[src/rtl/uart_tx_fifo_ctrl.sv]
// UART TX buffer: byte FIFO plus launch controller.
// Pops one byte per idle transmitter, tracks tx_done, flags errors.
module uart_tx_fifo_ctrl #(
  parameter int DATA_BITS      = 8,
  parameter int DEPTH          = 16,
  parameter int TIMEOUT_CYCLES = 131072
) (
  input  logic                       PCLK,
  input  logic                       PRESETn,
  input  logic                       wr_en,
  input  logic [DATA_BITS-1:0]       wr_data,
  input  logic                       flush,
  input  logic                       enable,
  input  logic                       err_clr,
  input  logic                       tx_busy,
  input  logic                       tx_done,
  output logic                       tx_en,
  output logic [DATA_BITS-1:0]       tx_data,
  output logic                       full,
  output logic                       empty,
  output logic [$clog2(DEPTH):0]     count,
  output logic                       overflow,
  output logic                       tx_err,
  output logic                       ctrl_busy
);

  localparam int AW = $clog2(DEPTH);
  localparam int CW = AW + 1;
  localparam int TW = $clog2(TIMEOUT_CYCLES);
  localparam logic [TW-1:0] TMO_LAST = TW'(TIMEOUT_CYCLES - 1);

  typedef enum logic {
    IDLE,
    WAIT_DONE
  } state_t;

  state_t state, state_nxt;

  logic [DATA_BITS-1:0] mem [DEPTH];
  logic [AW-1:0]        wr_ptr;
  logic [AW-1:0]        rd_ptr;
  logic [TW-1:0]        tcnt;
  logic [CW-1:0]        cnt_nxt;
  logic                 push;
  logic                 launch;
  logic                 tmo;
  logic                 ovf_set;

  // Writes are refused when full or flushing; full-write is an overflow.
  assign push    = wr_en & ~full & ~flush;
  assign ovf_set = wr_en & full & ~flush;

  // Launch decision and frame-completion / timeout tracking.
  always_comb begin
    state_nxt = state;
    launch    = 1'b0;
    tmo       = 1'b0;
    unique case (state)
      IDLE: begin
        if (enable && !empty && !tx_busy && !flush) begin
          launch    = 1'b1;
          state_nxt = WAIT_DONE;
        end
      end
      WAIT_DONE: begin
        if (tx_done) begin
          state_nxt = IDLE;
        end else if (tcnt == TMO_LAST) begin
          tmo       = 1'b1;
          state_nxt = IDLE;
        end
      end
      default: state_nxt = IDLE;
    endcase
  end

  // Next occupancy from push/pop, with flush taking priority.
  always_comb begin
    cnt_nxt = count;
    if (flush) begin
      cnt_nxt = '0;
    end else if (push && !launch) begin
      cnt_nxt = count + CW'(1);
    end else if (launch && !push) begin
      cnt_nxt = count - CW'(1);
    end
  end

  // FIFO storage; no reset needed, validity comes from count.
  always_ff @(posedge PCLK) begin
    if (push) begin
      mem[wr_ptr] <= wr_data;
    end
  end

  // Controller state, pointers, occupancy flags and launch outputs.
  always_ff @(posedge PCLK or negedge PRESETn) begin
    if (!PRESETn) begin
      state     <= IDLE;
      wr_ptr    <= '0;
      rd_ptr    <= '0;
      count     <= '0;
      full      <= 1'b0;
      empty     <= 1'b1;
      tx_en     <= 1'b0;
      tx_data   <= '0;
      tcnt      <= '0;
      ctrl_busy <= 1'b0;
    end else begin
      state     <= state_nxt;
      count     <= cnt_nxt;
      full      <= (cnt_nxt == CW'(DEPTH));
      empty     <= (cnt_nxt == '0);
      tx_en     <= launch;
      ctrl_busy <= (state_nxt == WAIT_DONE);
      if (flush) begin
        wr_ptr <= '0;
        rd_ptr <= '0;
      end else begin
        if (push) begin
          wr_ptr <= wr_ptr + AW'(1);
        end
        if (launch) begin
          rd_ptr <= rd_ptr + AW'(1);
        end
      end
      if (launch) begin
        tx_data <= mem[rd_ptr];
        tcnt    <= '0;
      end else if (state == WAIT_DONE) begin
        tcnt <= tcnt + TW'(1);
      end
    end
  end

  // Sticky error flags; a same-cycle set beats err_clr.
  always_ff @(posedge PCLK or negedge PRESETn) begin
    if (!PRESETn) begin
      overflow <= 1'b0;
      tx_err   <= 1'b0;
    end else begin
      overflow <= ovf_set | (overflow & ~err_clr);
      tx_err   <= tmo | (tx_err & ~err_clr);
    end
  end

endmodule

[config.mk]
export PLATFORM = sky130hd
export DESIGN_NAME = uart_tx_fifo_ctrl
export DESIGN_NICKNAME = d
export VERILOG_FILES = /design/src/rtl/uart_tx_fifo_ctrl.sv
export SDC_FILE = /design/constraint.sdc
export NUM_CORES = 1
export LEC_CHECK = 0
export CAP_MARGIN = 5
export CORE_MARGIN = 2
export CORE_UTILIZATION = 42
export CTS_CLUSTER_SIZE = 30
export DETAILED_ROUTE_END_ITERATION = 12
export PLACE_DENSITY_LB_ADDON = 0.3
export RECOVER_POWER = 100
export SETUP_SLACK_MARGIN = 0.15
export SLEW_MARGIN = 15
export SYNTH_ARGS = -nofsm -noshare
export SYNTH_HDL_FRONTEND = slang
export SYNTH_SLANG_ARGS = --single-unit
[constraint.sdc]
create_clock -name PCLK -period 2.2 [get_ports PCLK]
set_clock_uncertainty 0.15 [all_clocks]
set_input_delay 0.44 -clock PCLK [delete_from_list [all_inputs] [get_ports PCLK]]
set_output_delay 0.44 -clock PCLK [all_outputs]
set_load 0.03 [all_outputs]
==> results of run 1 <==
worst max-delay path: stages (launching register included):
cell     delay, ps
dfstp_2        390
or4b_4         510
nor3_4         210
a22oi_2        120
mux2_4         340
nor4b_4        270
path summary, 6_finish.rpt:
| kind | endpoint | slack, ps | cells after the start |
|---|---|---|---|
| max | full | 110 | 5 |
| min | tx_data[2] | 340 | 1 |
| max reg2reg | full | 110 | 5 |
| min reg2reg | tx_data[2] | 340 | 1 |
| max in group asynchronous | empty | 430 | 3 |
| min in group asynchronous | tcnt[3] | 660 | 2 |
stage by stage:
stage	setup slack [ps]	setup TNS, ps
after global routing	35.28	0
final	106.9	0
after detailed placement	-448.5	-35700
after floorplan	136.1	0
after global placement	-361.1	-33970
after CTS	109.2	0
metal layers:
| layer | up-vias | share of wire, % | wire (um) |
|---|---|---|---|
| met5 | - | 0 | 0 |
| met4 | 0 | 1.5 | 214 |
| met3 | 13 | 5.5 | 803 |
| met2 | 86 | 51 | 7459 |
| met1 | 2029 | 42 | 6216 |
| li1 | 1828 | - | - |
final cells by class:
class,instances,share of cell area (%)
repair buffers,83,8.291
multi-input cells,229,24.22
inverters,14,0.6056
well taps,220,3.172
flip-flops and latches,172,57.02
clock inverters,15,1.788
clock buffers,17,4.903
cells in the final DEF, fill, tap and decap left out, types with 6 or more instances in the layout:
| cell type | netlist | layout |
|---|---|---|
| mux2i_1 | 21 | 16 |
| buf_12 | 0 | 6 |
| inv_6 | 0 | 7 |
| clkbuf_1 | 7 | 7 |
| ha_1 | 9 | 9 |
| inv_1 | 13 | 14 |
| dlygate4sd2_1 | 0 | 22 |
| dlygate4sd3_1 | 0 | 9 |
| o21ai_1 | 12 | 7 |
| nand3_1 | 14 | 14 |
| dfrtp_1 | 43 | 42 |
| mux4_2 | 32 | 32 |
| buf_4 | 1 | 27 |
| a21oi_1 | 7 | 7 |
| o21ai_0 | 3 | 8 |
| edfxtp_1 | 128 | 128 |
| nand2_1 | 29 | 27 |
| clkbuf_16 | 0 | 17 |
| nand4_1 | 7 | 7 |
| nor2_1 | 35 | 35 |
where the power goes:
group | switching [uW] | total (uW) | internal [uW] | leakage (uW)
clock | 1360 | 2960 | 1600 | 0.000284
sequential | 189 | 3880 | 3690 | 0.00174
combinational | 527 | 922 | 395 | 0.00114
total | 2070 | 7760 | 5690 | 0.00316
state kept, by name (all words and copies together), names as in the netlist:
signal and flops:
rd_ptr 4, tx_data 8, count 5, overflow 1
state 1, full 1, tx_en 1, mem 128
tcnt 17, tx_err 1, empty 1, wr_ptr 4
cell families (layout without fill, tap and decap cells):
group,Yosys count,in the layout
and+or+nand+nor,109,109
buffers and inverters,31,129
adders and majority gates,9,9
muxes,56,56
DFF,172,172
AOI/OAI and AO/OA,46,46
xor gates and xnor gates,9,9
repair_timing:
action / CTS / global route
setup buffers: 5 / 1
pin swaps: 3 / 1
hold buffers: 1 / 0
endpoints found under the hold margin: 19 / 0
endpoints found under the setup margin: 27 / 134
resized for setup: 26 / 10
==> results.cfg, run 1 <==
[flow_run]
maxCapViolations = 0

[clocking]
clk_pin_slew_ps = 70
clockRootBuffer = clkbuf_16
cts.sinks = 172
cts_buffers = 17
clock_path_buffers = 2
clock_latency_ps = 430
tritoncts = done
h-tree-depth = 4

[logic_synthesis]
synth.area.top_cells = edfxtp_1 (54%), dfrtp_1 (15%), mux4_2 (10%)
synth_top_area_share_pct = 53.87
synthSimpleGateAreaFrac_pct = 8.206
synth-compound-area-share_pct = 4.226
synth_fp_nets = 457
ys_warn_count = 0
yosysMostFrequentCell = edfxtp_1
synth_mux_area_share_pct = 13.68
synth-edff-count = 128
synth_top_flop_cell = edfxtp_1
ys_seq_area_share_pct = 69.31
synth_fa_ha_area_share_pct = 1.578
async_flop_share_pct = 25.58
syn_inst = 432
synthesis.area_um2 = 7136
yosysUniqueCellTypes = 50
synth-seq-cells = 172
synth-xor-area-share_pct = 1.105
synth_top_family_by_area = multiplexers
syn_avg_cell_area_um2 = 16.52
yosys-top-cells-count = edfxtp_1 (128), dfrtp_1 (43), nor2_1 (35)
yosys.area.top_type = edfxtp_1

[power_and_ir_drop]
ir_worst_vdd_uv = 559.6
power.total_uw = 7765
powerDensity_nw_per_um2 = 894.9
p_leak_uw = 0.003160

[sta]
fin_hold_ws_ps = 338.0
fin_crit_sh_pct = 95.14
slew_viol_final = 0
max_slew_margin_pct = 15.31
max_freq_mhz = 477.8
rsz0062_at_grt = true
hold_viol_final = 0
worst_pin_slew_ps = 1270
finalSetupViolCount = 0
period_needed_ps = 2093

[setup_path]
required_ps = 2390
rr_startpoint = empty
crit_path_start = empty
critical_path_class = reg2reg
cp_max_fo = 4
arrival_ps = 2280
setup.worst_path.start_class = register
crit_path_end_kind = register

[placed_design]
gp_congestion = 0.8256
placed_area_um2 = 8045
dp_cells = 711
io_buffer_count = 34
dpl.hpwl_um = 9425

[cells_and_area]
final_cells = 750
final_layout_size_suffix_gt1_share_pct = 24.15
final_util_pct = 52.32
multiInputGateArea_um2 = 2102
nets = 542
seqCellArea_um2 = 4947
area_growth_pct = 21.60
n_antenna_cell = 0
nFillCells = 1332
final_cell_area_um2 = 8677

[global_routing]
grt_usage_pct = 17.43
met2_usage_pct = 28.85
grt_pass1_vias = 4036
antenna_found_initial = 0
busiest_layer = met2
grt_max_degree = 36
grtUsageMet1_pct = 22.65
grt_overflow = 0
grtUsageMet3_pct = 4.535
grt_pass1_wl_um = 22960

[hold_path]
hold_path_startpoint = tx_data[2]
hold_path.class = reg2reg

[die]
die-height_um = 134.3
rows = 47
io_pins = 35
dieArea_um2 = 18050
die_w_um = 134.3
core-area_um2 = 16580
initial_utilization_pct = 43.03

[route]
drt.antenna.violating_nets = 0
wl_per_cell_um = 19.59
drt_first_iter_violations = 274
via_per_inst = 5.275
vias = 3956
firstDrtPassIters = 4
route.detailed.drc = 0
drt_wl_total_um = 14690

[outcome]
status = finished clean
Note: power is estimated with default switching activity, not from simulation.
==> run 2, diff against run 1 <==
Settings changed: CORE_UTILIZATION 42 to 60, HOLD_SLACK_MARGIN set to 0.02, PLACE_DENSITY_LB_ADDON 0.3 to 0.15.
==> run 2 against run 1 <==
The flow now finishes with violations (DRC). First-iteration DRC count shrank 3.6%. Setup slack lost 14 ps. Power is essentially flat. Sequential power is essentially flat. Register-to-register slack gained 20 ps. Final area shrank 2.6%. Maximum frequency shrank 0.65%. Largest cell class unchanged.
==> results.cfg, run 2 (synthesis gave the netlist of run 1 again) <==
[setup_path]
rr_startpoint = empty
reg2reg_slack_ps = 130
timing.rr.end = full
crit_path_end_kind = register
arrival_ps = 2080
worstRegToRegCells = 6
crit_end = mem[3][3]
required_ps = 2170
crit_path_start = wr_en
cp_max_fo = 8
setup.worst_path.start_class = input pin
critical_path_class = in2reg

[cells_and_area]
final_cell_mix = edfxtp_1 (128), dfrtp_1 (42), nor2_1 (35)
layout_commonest_cell = edfxtp_1
largest_reg_flops = 128
n_antenna_cell = 0
largestRegisters = mem: 128 flops, tcnt: 17 flops, tx_data: 8 flops
final_layout_size_suffix_gt1_share_pct = 22.07
area_growth_pct = 18.45
final_cells = 664
nets = 533
final_cell_area_um2 = 8452
largest_register = mem

[route]
route.detailed.drc = 2
drt_wl_total_um = 14050
via_per_inst = 5.995
wl_met3_um = 858
firstDrtPassIters = 8
m1WireLength_um = 5795
wl_per_cell_um = 21.16
top_layer_used = met4
wl_met2_um = 7233
vias = 3981
drt.antenna.violating_nets = 0
drt_first_iter_violations = 264

[power_and_ir_drop]
p_leak_uw = 0.003089
ir_worst_vdd_uv = 661.6
powerDensity_nw_per_um2 = 919.5

[die]
dieArea_um2 = 12780
die_w_um = 113.1
core-area_um2 = 11520
initial_utilization_pct = 61.96
io_pins = 35
die-height_um = 113.1
rows = 39

[clocking]
tritoncts = done
clockRootBuffer = clkbuf_16
clk_pin_slew_ps = 60
h-tree-depth = 4
clock_path_buffers = 2
clock_latency_ps = 430
cts.sinks = 172
cts_buffers = 17

[sta]
slew_viol_final = 0
rsz0062_at_grt = true
hold_viol_final = 0
fin_crit_sh_pct = 95.76
max_slew_margin_pct = 47.99
tns_ps = 0
finalSetupViolCount = 0
worst_pin_slew_ps = 780.2
max_freq_mhz = 474.7
period_needed_ps = 2107

[placed_design]
dp_cells = 629
placed_area_um2 = 7886
io_buffer_count = 34
gp_congestion = 0.7933
dpl.hpwl_um = 9082

[flow_run]
maxCapViolations = 0

[global_routing]
grt_max_degree = 36
grt_pass1_wl_um = 22140
antenna_found_initial = 0
grt_pass1_vias = 4132
grt_usage_pct = 23.73
grt_overflow = 0

[outcome]
status = complete, but fails checks
violations = DRC

[hold_path]
hold_path_startpoint = tx_data[2]
hold_path.class = reg2reg
==> run 2: cell types whose count changed in the layout (fill, tap and decap cells not counted), moves of 2 or more <==
cell        change
mux2i_1         +5
buf_12          -4
inv_6           -4
mux2i_2         -4
buf_2           -2
bufinv_16       +2
clkinvlp_4      +2
inv_8           -2
==> run 2: repair_timing <==
item,CTS,global route
gates resized for setup,22,4
buffers inserted,1,1
endpoints found under the setup margin,30,17
pin swaps,4,5
hold buffers,1,0
endpoints found under the hold margin,28,0
cloned,0,0
==> run 2: metrics by stage <==
| step | total power [uW] | utilization (%) | hold WS (ps) | setup slack (ps) |
|---|---|---|---|---|
| floorplan | 4485 | - | -5.591 | 136.1 |
| global placement | 4849 | 68.48 | 315.0 | -385.1 |
| detailed placement | 4903 | 68.48 | 319.6 | -502.1 |
| CTS | 7857 | 73.63 | 332.8 | 6.781 |
| global route | 8052 | 73.39 | 354.9 | 34.79 |
| finish | 7772 | 73.39 | 330.6 | 93.28 |
==> run 2: worst min path at each step <==
stage	endpoint	slack (ps)	cells past startpoint
3_5_place_dp	tx_data[6]	320	1
5_1_grt	tx_data[6]	350	1
4_1_cts	tx_data[6]	330	1
3_3_place_gp	tcnt[10]	310	1
2_1_floorplan	count[0]	-6	0
6_report	tx_data[2]	330	1
==> run 2: metal layers <==
| layer | up-vias | track usage (%) |
|---|---|---|
| li1 | 1813 | - |
| met1 | 2038 | 31.20 |
| met2 | 113 | 39.32 |
| met3 | 17 | 6.856 |
| met4 | 0 | 6.667 |
| met5 | - | 0 |
==> run 2: power breakdown <==
group	total [uW]	internal, uW	switching, uW
clock network	3000	1790	1210
logic	886	373	513
registers	3880	3690	189
==> run 2: area by class of cell <==
class                   count  area, um^2
clock inverters            13       166.4
inverters                  14       52.55
flip-flops and latches    172        4947
multi-input cells         229        2058
fillers                   714        3064
clock buffers              19       432.9
repair buffers             74       615.6
well taps                 143       178.9
==> run 2: critical path, cell delays in order <==
cell and delay, ps:
clkdlybuf4s50_1 520, nor2b_2 230, clkbuf_1 290, nand2_1 220, nor2_1 140, clkbuf_4 230
==> RTL edit 1: new RTL, settings of run 2 <==
Change the parameter `DATA_BITS` from 8 to 6.
--- a/src/rtl/uart_tx_fifo_ctrl.sv
+++ b/src/rtl/uart_tx_fifo_ctrl.sv
@@ -1,7 +1,7 @@
 // UART TX buffer: byte FIFO plus launch controller.
 // Pops one byte per idle transmitter, tracks tx_done, flags errors.
 module uart_tx_fifo_ctrl #(
-  parameter int DATA_BITS      = 8,
+  parameter int DATA_BITS      = 6,
   parameter int DEPTH          = 16,
   parameter int TIMEOUT_CYCLES = 131072
 ) (
Ports: changed (resized tx_data and wr_data); port bits go from 35 to 31. The function was not compared with the original's and may differ.
==> RTL edit 1 against run 2 <==
- wire length decreased by 15%
- design area is 15% lower
- power shrank 9.7%
- area after synthesis down 19%
- sequential cell count down 34
- clock power shrank 6%
- setup slack improved by 0.030 ns
- global-route usage rose by 1.6 points
- critical path type is now reg2reg
- fmax is 1.4% higher
- sequential share of layout area fell by 3.9 points
- combinational power grew 12%
==> RTL edit 1: results (changes against run 2) <==
[placement]
place.detailed.hpwl_mm=7.40  ; -18%
buffer_ports.inserted=30  ; -12%
place_congestion=0.803  ; +1.2%
placedInstanceArea_um2=6580  ; -17%
dp_slack_ns=-0.498  ; +0.00451 ns

[synthesis]
synthMuxAreaShare_pct=13.4  ; -0.24 points
synth_adder_area_share_pct=1.94  ; +0.36 points
synth_top_cells_by_count=96 x edfxtp_1, 41 x dfrtp_1, 34 x nand2_1
synthesized_area_per_cell_um2=15.6  ; -5.8%
netlist-cell-type-count=47  ; -6.0%
ys_async_sr_fraction_pct=30.4  ; +4.9 points
synth-edff-count=96  ; -25%
synth.yosys.seq_area_share_pct=67.8  ; -1.5 points
synth-compound-area-share_pct=3.58  ; -0.65 points

[setup_path]
regToRegStartpoint=tcnt[0]
critical_path.top_delay_family=simple AND/OR/NAND/NOR gates
rr_endpoint=tcnt[16]
critPathArrivalTime_ns=2.34  ; +0.26 ns
timing.critical_path.slowest_stage_cell=dfrtp_1
timing.reg2reg.worst_path_depth=5  ; -1
path_max_fanout=4  ; -4

[power]
netSwitchingPower_w=0.00185  ; -3.0%
power.leakage_nw=2.72  ; -12%

[detailed_routing]
wl_mm=12.0  ; -15%
routed-wl-met3_um=696  ; -19%
detail_route.first_pass.iterations=5  ; -3
avgViaCountPerCell=5.79  ; -3.4%
wl_met1_mm=4.88  ; -16%
wl_per_cell_um=20.0  ; -5.6%
route.met2.wl_mm=6.26  ; -14%
dr.max_layer_used=met5

[layout]
fill_cells=565  ; -21%
largest_register_ffs=96  ; -25%
finish.net_count=482  ; -9.6%
largest_registers=mem (96), tcnt (17), tx_data (6)

[worst_hold_path]
hold_path_class=in2async

[run_status]
outcome=finished clean

[global_route]
maximum_number_of_pins_on_one_net_before_global_route_repair=28  ; -22%
number_of_antenna_violations_at_the_first_check_in_global_routing=1  ; +1
grt_usage_pct=25.3  ; +1.6 points
grt_first_pass_wirelength_mm=18.8  ; -15%
grt_pass1_vias=3566  ; -14%

[clock_network]
clk_latency_ns=0.53  ; +0.10 ns
clk_root_buffer_cell=clkbuf_8

[sta]
slew_headroom_pct=51.2  ; +3.2 points
hold_slack_ns=0.291  ; -0.0395 ns

RTL edit 1: changes by cell type after synthesis, moves of 4 or more:
cell / delta
a21o_1: -5
edfxtp_1: -32
mux2_2: +7
mux2i_1: -8
mux4_2: -8
nand2_1: +5
nand3_1: -5
o21ai_0: +11
o21ai_1: -12
o22ai_1: -4
RTL edit 1: what timing repair did:
| action | CTS | global route |
|---|---|---|
| cloned | 0 | 1 |
| hold endpoints to repair | 24 | 0 |
| setup endpoints to repair | 20 | 7 |
| hold buffers | 1 | 0 |
| buffers inserted | 2 | 3 |
| pin swaps | 1 | 1 |
| gates resized for setup | 25 | 9 |
RTL edit 1: layout make-up:
class / count / share of cell area (%)
clock buffers: 19 / 5.85
clock inverters: 13 / 2.36
inverters: 11 / 0.573
multi-input cells: 210 / 25.2
flip-flops and latches: 138 / 54.7
well taps: 129 / 2.24
repair buffers: 81 / 9.10
RTL edit 1: how the worst max path moves through the flow:
stage	from	to	depth (start not counted)
floorplan	tx_busy	full	5
global placement	flush	empty	6
detailed placement	flush	empty	6
CTS	empty	empty	1
global route	empty	empty	5
finish	tcnt[0]	tcnt[16]	5
RTL edit 1: power by group through the flow:
stage,Clock (W),Combinational [W],Sequential [W]
after floorplan,0,0.000453,0.00335
after global placement,0,0.000952,0.00324
after detailed placement,0,0.000982,0.00325
after CTS,0.00288,0.000955,0.00320
after global routing,0.00300,0.00107,0.00322
final,0.00283,0.000988,0.00320
RTL edit 1: kinds of logic after synthesis:
kind of cell             count (synthesis)
adder cells (fa/ha/maj)                  9
XOR/XNOR                                11
AO/OA/AOI/OAI                           33
flip-flops                             138
multiplexers                            46
buffers and inverters                   25
AND/OR/NAND/NOR                        111
==> RTL edit 2: new RTL, settings of run 2 <==
Made on the original files. Reset style: synchronous (`PRESETn`), changed in 2 clocked blocks.
--- a/src/rtl/uart_tx_fifo_ctrl.sv
+++ b/src/rtl/uart_tx_fifo_ctrl.sv
@@ -94,7 +94,7 @@
   end
 
   // Controller state, pointers, occupancy flags and launch outputs.
-  always_ff @(posedge PCLK or negedge PRESETn) begin
+  always_ff @(posedge PCLK) begin
     if (!PRESETn) begin
       state     <= IDLE;
       wr_ptr    <= '0;
@@ -134,7 +134,7 @@
   end
 
   // Sticky error flags; a same-cycle set beats err_clr.
-  always_ff @(posedge PCLK or negedge PRESETn) begin
+  always_ff @(posedge PCLK) begin
     if (!PRESETn) begin
       overflow <= 1'b0;
       tx_err   <= 1'b0;
Check against the original RTL: differs if PRESETn is asserted again (counterexample within 4 cycles, from zero or initial values and one cycle with PRESETn low); with PRESETn held inactive, the same outputs for 10 cycles.
==> RTL edit 2 against run 2 <==
- area after synthesis shrank 2.6%
- design area shrank 0.80%
- setup slack better by 0.0012 ns
- sequential cell count stayed put
- wire length is 0.30% lower
- critical endpoint is now full
- largest cell class unchanged
Power is not compared: it rests on default switching activity, and its combinational part moved more than twofold at a synthesized area within 25%.
==> RTL edit 2: results (changes against run 2) <==
[placement]
place_inst=640  ; +1.7%
place.detailed.hpwl_mm=8.86  ; -2.4%
place_congestion=0.828  ; +4.4%
placedInstanceArea_um2=7840  ; -0.63%

[synthesis]
synth_top_cells_by_count=128 x edfxtp_1, 44 x dfxtp_1, 42 x nor2_1
netlist-cell-type-count=50  ; unchanged
ys_async_sr_fraction_pct=0  ; -26 points
yosys-top-cells-area=edfxtp_1 55%, dfxtp_1 13%, mux4_2 10%
yosys_warnings=0  ; unchanged
synthesized_area_per_cell_um2=15.8  ; -4.4%
syn_nets=465  ; +1.8%
synth.yosys.seq_area_share_pct=68.0  ; -1.3 points
synth-edff-count=128  ; unchanged

[global_route]
maximum_number_of_pins_on_one_net_before_global_route_repair=27  ; -25%
grt_pass1_vias=3997  ; -3.3%
grt_usage_pct=24.1  ; +0.36 points
grt_first_pass_wirelength_mm=22.5  ; +1.5%

[clock_network]
tritoncts.num_buffers=17  ; unchanged
worst_setup_hold_path_clk_slew_ns=0.06  ; about the same
clk_latency_ns=0.43  ; about the same
h-tree-depth=4  ; unchanged

[detailed_routing]
initialDrtViolationCount=309  ; +17%
wl_mm=14.0  ; -0.30%
avgViaCountPerCell=5.95  ; -0.69%
detail_route.first_pass.iterations=5  ; -3
wl_per_cell_um=20.7  ; -2.4%

[setup_path]
critPathMaxStageDelay_ns=0.56  ; +0.04 ns
critPathArrivalTime_ns=2.27  ; +0.19 ns
timing.critical_path.slowest_stage_cell=or4b_4
path_max_fanout=4  ; -4

[layout]
fill_cells=710  ; -0.56%
largest_registers=mem (128), tcnt (17), tx_data (8)
share_of_post_route_cells_with_drive_strength_above_1_pct=23.4  ; +1.3 points
finish.net_count=547  ; +2.6%

[worst_hold_path]
hold_path_class=in2reg

[sta]
slew_headroom_pct=61.3  ; +13 points

[run_status]
outcome=finished clean

[power]
netSwitchingPower_w=0.00135

## RTL edit 2: metal layers
| layer | up-vias | global-route usage (%) | wire length (um) |
|---|---|---|---|
| li1 | 1868 | - | - |
| met4 | 0 | 10.5 | 337 |
| met5 | - | 0 | 0 |
| met1 | 2010 | 34.3 | 6190 |
| met3 | 30 | 5.39 | 693 |
| met2 | 129 | 36.5 | 6790 |
## RTL edit 2: through the flow
stage                     setup slack, ns  utilization [%]  TNS [ns]
after global routing               0.0623             73.7         0
after floorplan                   -0.0775                -     -1.24
after CTS                          0.0609             74.2         0
after detailed placement           -0.362             68.9    -30.01
final                              0.0944             73.7         0
after global placement             -0.280             68.9    -26.85
## RTL edit 2: area by class of cell
type | instances | area share [%]
flip-flops and latches | 172 | 56.4
multi-input cells | 237 | 25.3
repair buffers | 84 | 8.94
clock buffers | 18 | 5.12
well taps | 143 | 2.13
clock inverters | 14 | 1.69
inverters | 10 | 0.448
## RTL edit 2: path summary, 6_finish.rpt
path           from       end  slack (ns)  cells after the start
max           empty      full        0.09                      6
min           wr_en  overflow        0.24                      3
max reg2reg   empty      full        0.09                      6
min reg2reg  tx_err    tx_err        0.32                      2
## RTL edit 2: cell families after synthesis
kind of cell	count (synthesis)	share of synthesized area [%]
compound gates	52	5.44
xor+xnor	20	2.63
fa+ha+maj	9	1.62
buf+inv	31	2.12
flops	172	68.0
mux	35	10.8
simple gates	121	9.42
## RTL edit 2: timing repair
action	in CTS	in global routing
buffers inserted	1	4
setup endpoints to repair	17	18
resized for setup	22	9
hold buffers	0	0
hold endpoints to repair	0	0
pin swaps	4	5
gates cloned	0	1
## RTL edit 2: critical path, delay by kind of cell (launching register included)
| family | cells | cell delay (ns) |
|---|---|---|
| compound gates | 2 | 0.32 |
| simple gates | 3 | 1.02 |
| buf+inv | 1 | 0.15 |
| flops | 1 | 0.35 |
## RTL edit 2: power groups by stage
stage	logic [W]	registers (W)	clock network [W]
global placement	0.000185	0.00357	0
global route	0.000203	0.00350	0.00308
floorplan	0.0000786	0.00358	0
detailed placement	0.000191	0.00357	0
finish	0.000185	0.00350	0.00290
CTS	0.000193	0.00351	0.00295
